[src/rtl/reg_access_sequencer_pkg.sv]
// rtl/reg_access_sequencer_pkg.sv - shared widths, x0 index and FSM state encoding
// Purpose: common definitions for the register access sequencer.
// Contents: default XLEN/REG_AW, X0_IDX, state_e (3-bit state encoding).
package reg_access_sequencer_pkg;

  localparam int DEF_XLEN   = 64;
  localparam int DEF_REG_AW = 5;
  localparam int X0_IDX     = 0;

  typedef enum logic [2:0] {
    ST_IDLE   = 3'd0,
    ST_RD1    = 3'd1,
    ST_RD2    = 3'd2,
    ST_OPHOLD = 3'd3,
    ST_WR     = 3'd4
  } state_e;

endpackage

[src/rtl/reg_access_sequencer.sv]
// rtl/reg_access_sequencer.sv - sole master of the single-port register file
// Purpose: serialises rs1/rs2 operand reads and writebacks onto one register file port,
//          returns operands over valid/ready and forces x0 reads to zero.
// Ports:
//   clk, reset                 clock, synchronous active-high reset
//   rd_req_valid/rd_req_ready  operand read request handshake, rd_rs1/rd_rs2 indices
//   op_valid/op_ready          operand return handshake, rs1_val/rs2_val
//   wb_valid/wb_ready          writeback handshake, wb_rd/wb_data
//   rf_reg_num/rf_write/rf_wdata/rf_rdata  register file port
module reg_access_sequencer
  import reg_access_sequencer_pkg::*;
#(
  parameter int XLEN   = DEF_XLEN,
  parameter int REG_AW = DEF_REG_AW
) (
  input  logic              clk,
  input  logic              reset,
  input  logic              rd_req_valid,
  output logic              rd_req_ready,
  input  logic [REG_AW-1:0] rd_rs1,
  input  logic [REG_AW-1:0] rd_rs2,
  output logic              op_valid,
  input  logic              op_ready,
  output logic [XLEN-1:0]   rs1_val,
  output logic [XLEN-1:0]   rs2_val,
  input  logic              wb_valid,
  output logic              wb_ready,
  input  logic [REG_AW-1:0] wb_rd,
  input  logic [XLEN-1:0]   wb_data,
  output logic [REG_AW-1:0] rf_reg_num,
  output logic              rf_write,
  output logic [XLEN-1:0]   rf_wdata,
  input  logic [XLEN-1:0]   rf_rdata
);

  localparam logic [REG_AW-1:0] X0 = REG_AW'(X0_IDX);

  state_e            state_q, state_d;
  logic [REG_AW-1:0] reg_num_q, reg_num_d;
  logic [REG_AW-1:0] rs2_idx_q, rs2_idx_d;
  logic [XLEN-1:0]   wdata_q, wdata_d;
  logic              wen_q, wen_d;
  logic [XLEN-1:0]   rs1_val_q, rs1_val_d;
  logic [XLEN-1:0]   rs2_val_q, rs2_val_d;
  logic              op_valid_q, op_valid_d;

  logic idle;
  logic wb_hs;
  logic rd_hs;

  // Writeback has priority, so the read side only sees ready when no wb is pending.
  assign idle         = (state_q == ST_IDLE) && !reset;
  assign wb_ready     = idle;
  assign rd_req_ready = idle && !wb_valid;
  assign wb_hs        = wb_valid && wb_ready;
  assign rd_hs        = rd_req_valid && rd_req_ready;

  // State register
  always_ff @(posedge clk) begin
    if (reset) begin
      state_q <= ST_IDLE;
    end else begin
      state_q <= state_d;
    end
  end

  // Next-state logic
  always_comb begin
    state_d = state_q;
    case (state_q)
      ST_IDLE: begin
        if (wb_hs) begin
          state_d = ST_WR;
        end else if (rd_hs) begin
          state_d = ST_RD1;
        end
      end
      ST_RD1:    state_d = ST_RD2;
      ST_RD2:    state_d = ST_OPHOLD;
      ST_OPHOLD: if (op_ready) state_d = ST_IDLE;
      ST_WR:     state_d = ST_IDLE;
      default:   state_d = ST_IDLE;
    endcase
  end

  // Output / datapath next-values; rf_reg_num only moves on state transitions.
  always_comb begin
    reg_num_d  = reg_num_q;
    rs2_idx_d  = rs2_idx_q;
    wdata_d    = wdata_q;
    wen_d      = wen_q;
    rs1_val_d  = rs1_val_q;
    rs2_val_d  = rs2_val_q;
    op_valid_d = op_valid_q;
    case (state_q)
      ST_IDLE: begin
        if (wb_hs) begin
          reg_num_d = wb_rd;
          wdata_d   = wb_data;
          wen_d     = (wb_rd != X0);
        end else if (rd_hs) begin
          reg_num_d = rd_rs1;
          rs2_idx_d = rd_rs2;
        end
      end
      ST_RD1: begin
        rs1_val_d = (reg_num_q == X0) ? '0 : rf_rdata;
        reg_num_d = rs2_idx_q;
      end
      ST_RD2: begin
        rs2_val_d  = (reg_num_q == X0) ? '0 : rf_rdata;
        op_valid_d = 1'b1;
      end
      ST_OPHOLD: if (op_ready) op_valid_d = 1'b0;
      ST_WR:     wen_d = 1'b0;
      default: ;
    endcase
  end

  always_ff @(posedge clk) begin
    if (reset) begin
      reg_num_q  <= '0;
      rs2_idx_q  <= '0;
      wdata_q    <= '0;
      wen_q      <= 1'b0;
      rs1_val_q  <= '0;
      rs2_val_q  <= '0;
      op_valid_q <= 1'b0;
    end else begin
      reg_num_q  <= reg_num_d;
      rs2_idx_q  <= rs2_idx_d;
      wdata_q    <= wdata_d;
      wen_q      <= wen_d;
      rs1_val_q  <= rs1_val_d;
      rs2_val_q  <= rs2_val_d;
      op_valid_q <= op_valid_d;
    end
  end

  // A reset arriving during WR must abandon the write, so the strobe is masked by reset.
  assign rf_write   = wen_q && (state_q == ST_WR) && !reset;
  assign rf_reg_num = reg_num_q;
  assign rf_wdata   = wdata_q;
  assign rs1_val    = rs1_val_q;
  assign rs2_val    = rs2_val_q;
  assign op_valid   = op_valid_q;

endmodule

[config.mk]
export PLATFORM = sky130hd
export DESIGN_NAME = reg_access_sequencer
export DESIGN_NICKNAME = d
export VERILOG_FILES = /design/src/rtl/reg_access_sequencer_pkg.sv /design/src/rtl/reg_access_sequencer.sv
export SDC_FILE = /design/constraint.sdc
export NUM_CORES = 1
export LEC_CHECK = 0
export BUFFER_PORTS_ARGS = -buffer_cell sky130_fd_sc_hd__clkbuf_2
export CELL_PAD_IN_SITES_DETAIL_PLACEMENT = 0
export CELL_PAD_IN_SITES_GLOBAL_PLACEMENT = 2
export CORE_MARGIN = 4
export CORE_UTILIZATION = 25
export CTS_CLUSTER_SIZE = 10
export DETAILED_ROUTE_END_ITERATION = 6
export PLACE_DENSITY_LB_ADDON = 0.1
export REMOVE_ABC_BUFFERS = 1
export SLEW_MARGIN = 20
export SYNTH_ARGS = -nofsm -noshare
export SYNTH_HDL_FRONTEND = slang
export SYNTH_SLANG_ARGS = --single-unit
export TNS_END_PERCENT = 1
[constraint.sdc]
create_clock -name clk -period 1.55 [get_ports clk]
set_input_delay 0.155 -clock clk [delete_from_list [all_inputs] [get_ports clk]]
set_output_delay 0.155 -clock clk [all_outputs]
set_load 0.03 [all_outputs]
==> results.cfg <==
[worst_setup_path]
worst_ep_required_time_ns = 1.39
timing.critical_path.mode_cell = buf_6
start_kind = flop
path_delay_family = simple AND/OR/NAND/NOR gates
cp.arrival_ns = 1.59
path_cells = nor4_4 > buf_6 > nor2b_4 > buf_6
crit_path_top_delay_cell = dfxtp_2
cp-end-kind = output port
crit_fanout = 4
path_class = flop to output port
slowest_delay_ns = 0.34
reg2reg_slack_ns = 0.01
path_buf_inv = 2

[yosys]
netlist_instances = 946
avgSynthCellArea_um2 = 8.16
synth_top_flop_cell = dfxtp_1
yosys_warnings = 0
synth-seq-cells = 207
synth_cell_types = 30
syn_area_um2 = 7710
synth_top_cell_area_share = 0.537
synth_edf_count = 0
yosysTopAreaCell = dfxtp_1
synthArstFlopShare = 0
synthTopCellsByArea = dfxtp_1 54%, nand2_1 13%, a21oi_1 9.1%
ys_seq_area_frac = 0.537

[clock_tree]
cts-root-buf = clkbuf_16
clk_pin_slew_worst_paths_ns = 0.05
numCtsBuffers = 26
insertion_delay_ns = 0.52
htreeDepth = 1
clock_sinks = 207
cts_max_path_buffers = 3
cts_tree = built

[die]
core_area_um2 = 30500
die_h_um = 184
die-area_um2 = 33700
ios = 349
die_w_um = 184
start_util = 0.253
rows = 64

[global_routing]
grt_first_pass_wirelength_um = 45300
grt_max_degree = 96
grt_use_total = 0.165
grt_pass1_vias = 8105
antenna_found_initial = 2
grt.overflow.total = 0

[final_layout]
design.final.nets = 1553
areaGrowthSynthToFinish_pct = 58.3
post-route-util = 0.400
final_cell_mix = 344 x clkbuf_2, 263 x nand2_1, 206 x dfxtp_1
fill_cells = 3211
drive_gt1_frac = 0.303
postLayoutCellArea_um2 = 12200
final_common_cell = clkbuf_2

[routing]
drt_first_pass_iters = 6
wire_per_inst_um = 16.2
first_iter_violations = 388
wirelength_um = 29500
vias_per_cell = 4.46
vias = 8096
route.detailed.drc = 0
drtAntennaViolNets = 0

[sta]
worstMarginPinSlew_ns = 0.480
setup_ws_ns = -0.193
fin_crit_ns = 1.74
finalSetupViolCount = 3
drv_slew = 0
finalClockSkew_ns = 0.0127
max-slew-margin-rel = 0.680
tns_ns = -0.495
fmax_mhz = 574
fin_crit_sh = 1.12
hold_ws_ns = 0.0341
rsz0062_at_grt = yes
hold_viol = 0

[run]
drv_cap = 0

[placement]
io_buffers = 348
place_hpwl_um = 19700
place_congestion = 0.745
place_area_um2 = 9940

[pwr]
power_density_nw_per_um2 = 1190
power_w = 0.0145
p_leak_nw = 5.40
vdd_ir_drop_max_mv = 0.880

[run_status]
outcome = finished, violations left
violations = negative setup slack

[min_path]
worstHoldPathType = input pin to flop
==> area by class of cell <==
cell class,count,area (um^2),area share
multi-input combinational,650,3190,0.262
clock buffer,39,771,0.0631
inverter,3,13.8,0.00113
clock inverter,2,10.0,0.000820
sequential,207,4150,0.339
antenna,1,2.50,0.000205
tap,396,495,0.0406
timing repair buffer,517,3580,0.293
==> power breakdown <==
group	leakage (nW)	internal (W)	switching [W]	total (W)
Sequential	1.68	0.00566	0.000184	0.00584
Clock	0.385	0.00337	0.00226	0.00563
Combinational	3.33	0.00109	0.00198	0.00307
Total	5.40	0.0101	0.00442	0.0145
==> what timing repair did <==
item	CTS	global route
hold buffers	138	0
pin swaps	1	2
endpoints found under the hold margin	203	0
setup buffers	4	0
resized for setup	11	9
endpoints found under the setup margin	27	102
==> kinds of logic (layout without fill, tap and decap cells) <==
| logic type | Yosys count | after routing | synth area share |
|---|---|---|---|
| buffers and inverters | 89 | 561 | 0.0547 |
| flip-flops | 207 | 207 | 0.537 |
| other | 0 | 1 | 0 |
| AO/OA/AOI/OAI | 157 | 157 | 0.107 |
| AND/OR/NAND/NOR | 493 | 493 | 0.301 |
==> synth_stat cells (2+ instances only) <==
library cell / number
nand2_1: 266
dfxtp_1: 207
a21oi_1: 140
nand3_1: 136
nand3b_1: 64
clkbuf_1: 50
buf_2: 19
buf_4: 15
nor2_1: 9
o21ai_0: 7
a2bb2oi_1: 4
nor3_1: 4
nor2b_1: 3
o2bb2ai_1: 3
a22o_1: 2
inv_1: 2
nor2_2: 2
==> path summary, 6_finish.rpt <==
kind,start,end,cells after the start
setup reg to reg,state_q[0],rf_wdata[51],7
hold / removal,rd_rs1[4],rf_reg_num[4],4
hold reg to reg,rs2_val[23],rs2_val[23],2
setup / recovery,state_q[0],rd_req_ready,4
==> sequential cells by signal, summed over array words and instances, names as in the netlist <==
signal,count
rf_wdata,64
rs1_val,64
rs2_val,64
rf_reg_num,5
rs2_idx_q,5
state_q,3
op_valid,1
wen_q,1
==> per-layer routing <==
layer / routed length (um) / global-route usage / up-vias
met3: 2380 / 0.0483 / 51
met2: 13100 / 0.266 / 286
met4: 938 / 0.0486 / 2
met5: 13 / 0 / -
li1: - / - / 4088
met1: 13000 / 0.214 / 3669
==> worst min-delay path, stage by stage <==
cell      delay, ns
clkbuf_2       0.08
nand3_1        0.05
o21ai_0        0.11
a22o_1         0.13
==> through the flow <==
step | cells | setup slack, ns
finish | 1815 | -0.193
global route | 1815 | -0.281
CTS | 1814 | -0.265
detailed placement | 1631 | -0.00655
global placement | 1631 | 0.0138
floorplan | 860 | -1.47
(Power assumes the default switching activity.)
